`src/rtl/led_scan_pkg.sv`:
```
// Shared types and constants for the HUB75 scan driver.
// LED_SCANNER_REGISTERED_PAINTER_EN selects a painter whose rgb lags x/y by one cycle.
package led_scan_pkg;

   typedef enum logic [1:0] {
      ST_SHIFT,
      ST_BLANK,
      ST_LATCH,
      ST_UNBLANK
   } scan_state_t;

   localparam int WIDTH     = 64;
   localparam int HALF_ROWS = 32;

   localparam int PIN_R0    = 0;
   localparam int PIN_G0    = 1;
   localparam int PIN_B0    = 2;
   localparam int PIN_R1    = 3;
   localparam int PIN_G1    = 4;
   localparam int PIN_B1    = 5;
   localparam int PIN_ADDR  = 6;
   localparam int ADDR_BITS = 5;
   localparam int PIN_CLK   = 11;
   localparam int PIN_LAT   = 12;
   localparam int PIN_OE_N  = 13;

`ifdef LED_SCANNER_REGISTERED_PAINTER_EN
   localparam int PAINTER_LAG = 1;
`else
   localparam int PAINTER_LAG = 0;
`endif

   // Every column spends one extra cycle when the painter output is registered.
   localparam int COL_CYCLES = 4 + PAINTER_LAG;

endpackage

```
`src/rtl/led_scanner.sv`:
```
// HUB75 scan driver for a 64x64 panel: walks coordinates for the painter and shifts/latches rows.
// Build option LED_SCANNER_REGISTERED_PAINTER_EN (see led_scan_pkg) stretches each column to 5 cycles.
module led_scanner
   import led_scan_pkg::*;
#(
   parameter int SUBFRAMES = 16
) (
   input  logic        clk,
   input  logic        reset,
   output logic [12:0] frame,
   output logic [7:0]  subframe,
   output logic [5:0]  x,
   output logic [5:0]  y,
   input  logic [2:0]  rgb,
   output logic [15:0] LED_PANEL
);

   localparam int PH_W = 3;
   localparam logic [PH_W-1:0] PH_FIRST = '0;
   localparam logic [PH_W-1:0] PH_TOP   = PH_W'(PAINTER_LAG);
   localparam logic [PH_W-1:0] PH_BOT   = PH_W'(PAINTER_LAG + 1);
   localparam logic [PH_W-1:0] PH_DATA  = PH_W'(PAINTER_LAG + 2);
   localparam logic [PH_W-1:0] PH_LAST  = PH_W'(COL_CYCLES - 1);
   localparam logic [7:0]      SUB_LAST = 8'(SUBFRAMES - 1);
   localparam logic [5:0]      COL_LAST = 6'(WIDTH - 1);
   localparam logic [4:0]      ROW_LAST = 5'(HALF_ROWS - 1);

   scan_state_t     state;
   logic [PH_W-1:0] phase;
   logic [5:0]      col;
   logic [4:0]      row;
   logic [2:0]      top_q;
   logic [5:0]      pix_q;
   logic [4:0]      addr_q;
   logic            clk_q;
   logic            lat_q;
   logic            oe_n_q;

   // The state names the cycle in progress; every edge loads the pin values for the next cycle,
   // so x/y and the panel pins are always plain flops.
   always_ff @(posedge clk) begin
      if (reset) begin
         state    <= ST_SHIFT;
         phase    <= '0;
         col      <= '0;
         row      <= '0;
         frame    <= '0;
         subframe <= '0;
         x        <= '0;
         y        <= '0;
         top_q    <= '0;
         pix_q    <= '0;
         addr_q   <= '0;
         clk_q    <= 1'b0;
         lat_q    <= 1'b0;
         oe_n_q   <= 1'b1;
      end else begin
         case (state)
            ST_SHIFT: begin
               phase <= phase + PH_W'(1);
               if (phase == PH_FIRST)
                  y <= {1'b1, row};
               if (phase == PH_TOP)
                  top_q <= rgb;
               if (phase == PH_BOT) begin
                  pix_q <= {rgb, top_q};
                  clk_q <= 1'b0;
               end
               if (phase == PH_DATA)
                  clk_q <= 1'b1;
               if (phase == PH_LAST) begin
                  phase <= '0;
                  clk_q <= 1'b0;
                  if (col == COL_LAST) begin
                     state  <= ST_BLANK;
                     oe_n_q <= 1'b1;
                  end else begin
                     col <= col + 6'd1;
                     x   <= col + 6'd1;
                     y   <= {1'b0, row};
                  end
               end
            end
            ST_BLANK: begin
               state  <= ST_LATCH;
               lat_q  <= 1'b1;
               addr_q <= row;
            end
            ST_LATCH: begin
               state  <= ST_UNBLANK;
               lat_q  <= 1'b0;
               oe_n_q <= 1'b0;
            end
            ST_UNBLANK: begin
               state <= ST_SHIFT;
               col   <= '0;
               x     <= '0;
               row   <= row + 5'd1;
               y     <= {1'b0, row + 5'd1};
               if (row == ROW_LAST) begin
                  if (subframe == SUB_LAST) begin
                     subframe <= '0;
                     frame    <= frame + 13'd1;
                  end else begin
                     subframe <= subframe + 8'd1;
                  end
               end
            end
            default: state <= ST_SHIFT;
         endcase
      end
   end

   always_comb begin
      LED_PANEL                          = '0;
      LED_PANEL[PIN_B1:PIN_R0]           = pix_q;
      LED_PANEL[PIN_ADDR +: ADDR_BITS]   = addr_q;
      LED_PANEL[PIN_CLK]                 = clk_q;
      LED_PANEL[PIN_LAT]                 = lat_q;
      LED_PANEL[PIN_OE_N]                = oe_n_q;
   end

endmodule

```
`config.mk`:
```
export PLATFORM = sky130hd
export DESIGN_NAME = led_scanner
export DESIGN_NICKNAME = d
export VERILOG_FILES = /design/src/rtl/led_scan_pkg.sv /design/src/rtl/led_scanner.sv
export SDC_FILE = /design/constraint.sdc
export NUM_CORES = 1
export LEC_CHECK = 0
export CAP_MARGIN = 20
export CORE_ASPECT_RATIO = 0.6
export CORE_MARGIN = 3
export CORE_UTILIZATION = 44
export DETAILED_ROUTE_END_ITERATION = 8
export GPL_TIMING_DRIVEN = 1
export PLACE_DENSITY = 0.73
export SYNTH_ARGS = -nofsm -noshare
export SYNTH_HDL_FRONTEND = slang
export SYNTH_SLANG_ARGS = --single-unit
```
`constraint.sdc`:
```
create_clock -name clk -period 2.26 [get_ports clk]
set_input_delay 0.452 -clock clk [delete_from_list [all_inputs] [get_ports clk]]
set_output_delay 0.452 -clock clk [all_outputs]
set_load 0.1 [all_outputs]
```
==> summary.md <==
| Metric | Value |
|---|---|
| Hold slack | `approximately 0.45 ns` |
| Initial DRC count | `159` |
| First-pass GRT wire length | `11500 um` |
| Ys Warns | `0` |
| Reg-to-reg setup timing slack | `0.14 ns` |
| Leakage power | `about 1.4 nW` |
| Total power | `3.44 mW` |
| PortBufs | `slightly above 50` |
| CTS sink cnt | `60` |
| Final net count | `~410` |
| Routability cong. | `0.797` |
| Number of synthesized flops with an enable pin | `0` |
| Final slew viol count | `0` |
| Total global-route track usage | `a little under a fifth` |
| Setup slack at placement | `0.0295 ns` |
| First-pass DRT Iterations | `4` |
| Core Area | `between 6000 and 7000 um^2` |
| Clock Latency Late Sink | `between 0.3 and 0.4 ns` |
| CTS tree | `yes` |
| Status | `complete, no violations` |
| Worst-path clk slew | `around 0.060 ns` |
| Flops & latches, synth | `60` |
| Crit. End Element | `register` |
| Wire per inst | `~15 um` |
| Total grt overflow | `0` |
| Crit Path Max Fanout | `10` |
| Resized cells post-CTS | `0` |
| Starting Density | `~47%` |
| Critical Path AT | `between 2 and 2.5 ns` |
| Reg-to-reg critical path startpoint | `row[1]` |
| Post-CTS Setup Bufs | `0` |
| Diode count | `0` |
| Die H | `69.6 um` |
| Req. time, crit path | `2.53 ns` |
| Final min period | `between 2 and 2.5 ns` |
| # IOs | `between 50 and 60` |
| Hold Startpoint | `pix_q[4]` |
| FFs w/ async S/R, synth | `0%` |
| Std-Cell Rows | `22` |
| Period utilisation layout | `between 90% and 100%` |
| Worst min path class | `register to register` |
| Final WS setup | `roughly 0.14 ns` |
| Share of the synthesized area in the top cell type | `~40%` |
| Setup TNS | `0 ns` |
| Final WL | `6920 um` |
| Crit path kind | `register to register` |
| Yosys cell types | `just under 50` |
| Full die area | `a little under 8000 um^2` |
| Die Wd | `~110 um` |
| Remaining antenna violation count | `0` |
| Peak supply drop | `between 0.7 and 0.8 mV` |
| Most used DFF post-synth | `dfxtp_1` |
| Fmax | `around 0.47 GHz` |
| Root Buffer | `clkbuf_8` |
| Leading cell type in the layout, fill and taps excluded | `buf_4` |
| Most frequent cells in the layout | `55 x buf_4, 53 x dfxtp_1, 33 x nand2_1` |
| Worst R2R Path Depth | `7` |
| Cell Pwr Density | `950 nW/um^2` |
| CTS Buffer Depth | `2` |
| Largest cells by area after synthesis | `dfxtp_1 41%, ha_1 5.9%, mux2i_1 5.7%, nand2_1 4.2%, a21oi_1 4.1%` |
| Reg-to-reg endpoint | `frame[10]` |
| Min-Delay Endpoint | `pix_q[4]` |
| Skew final | `between 0.005 and 0.006 ns` |
| Hold Path Stages | `2` |
| Critical Path Start Type | `register` |
| Post-detail-place hpwl | `~5000 um` |
| Synth area leader | `dfxtp_1` |
| Average size of a mapped cell | `8.79 um^2` |
| DR vias/cell | `approximately 5.4` |
| Seq/Total Area, Yosys | `40.6%` |
| Slew @ Worst Pin | `approximately 0.63 ns` |
| Vias in the first global route | `2358` |
| Final setup vio count | `0` |
| Vias post-DR | `approximately 2600` |
| CTS buffer count | `9` |
| CP startpoint | `row[1]` |
| CTS Hold Bufs | `0` |
| Max-cap violations | `0` |
| Fillers | `585` |
| Synth Cell Area | `between 2000 and 3000 um^2` |
| CTS H-tree lvls | `3` |
| RSZ-0062 raised after global routing | `no` |
| Layout cell share with drive strength beyond 1 | `between 20% and 30%` |
| Cells after Synth | `approximately 340` |
| Initial antenna violation count | `0` |
| # DRC | `0` |
| Hold Vio Cnt, Final | `0` |
| Layout area overhead | `22.4%` |
| Rel. slew slack | `56.8%` |
| Largest net degree at the start of global routing | `24` |
-- through the flow --
stage	util, %	instances	instance area, um^2
finish	57.5	477	3630
CTS	57.3	477	3610
global placement	54.4	461	3430
global route	57.5	477	3630
floorplan	-	338	2970
detailed placement	54.4	461	3430
-- worst max-delay path by stage --
stage,end
6_report,frame[10]
5_1_grt,frame[10]
3_5_place_dp,frame[8]
4_1_cts,frame[8]
3_3_place_gp,frame[8]
2_1_floorplan,y[1]
-- logic make-up after synthesis --
logic type	after synthesis	share of synthesized area [%]
XOR/XNOR	15	4.44
adder cells (fa/ha/maj)	14	5.91
flip-flops	60	40.6
AO/OA/AOI/OAI	60	13.2
buffers and inverters	35	5.15
other	1	0.127
AND/OR/NAND/NOR	134	24.5
multiplexers	18	6.13
-- cell type report --
type,count,area [um^2],area share (%)
Sequential cell,60,1210,33.4
Clock buffer,15,176,4.87
Multi-Input combinational cell,243,1630,44.8
Tap cell,84,105,2.90
Clock inverter,1,5.00,0.138
Inverter,15,56.3,1.55
Timing Repair Buffer,59,448,12.4
-- registers in the layout (all words and copies together) (netlist names) --
name      flops
pix_q         6
state         2
y             6
subframe      8
addr_q        5
top_q         3
oe_n_q        1
phase         3
col           6
row           5
lat_q         1
frame        13
clk_q         1
-- synthesized netlist by cell type (all sizes together) (2+ instances only) --
master   number
nand4         3
xor2          4
or4           7
nor2b         2
buf           9
nor2         32
clkbuf       11
dfxtp        60
xnor2        11
a2111oi       2
a21oi        24
nand3        24
nand2b        9
o21ai         5
o311ai        3
and2          2
or2           4
o22ai         3
nor3          7
nand2        33
mux2i        17
a211oi        7
inv          15
and3          2
ha           14
o41ai         2
o221ai        2
o31ai         6
nor4          5
-- routing by layer --
metal / wire [um] / share of wire (%) / track usage, % / vias up
met1: 3670 / 53 / 26.1 / 1207
met3: 358 / 5.2 / 6.45 / 8
li1: - / - / - / 1297
met4: 74 / 1.1 / 6.07 / 0
met5: 0 / 0 / 0 / -
met2: 2820 / 41 / 25.2 / 58
-- worst max-delay path: stages, from the launching register on --
cell,delay (ns)
dfxtp_2,0.38
ha_1,0.21
and3_1,0.17
ha_1,0.22
and3_2,0.26
nand4_4,0.17
or4_1,0.50
a21oi_1,0.14
-- where the power goes --
group	switching, mW	internal (mW)	leakage (nW)
Combinational	0.935	0.375	0.832
Sequential	0.0825	1.17	0.489
Clock	0.399	0.488	0.0937
Total	1.42	2.03	1.41
No activity file was read; power rests on OpenSTA's default activity.
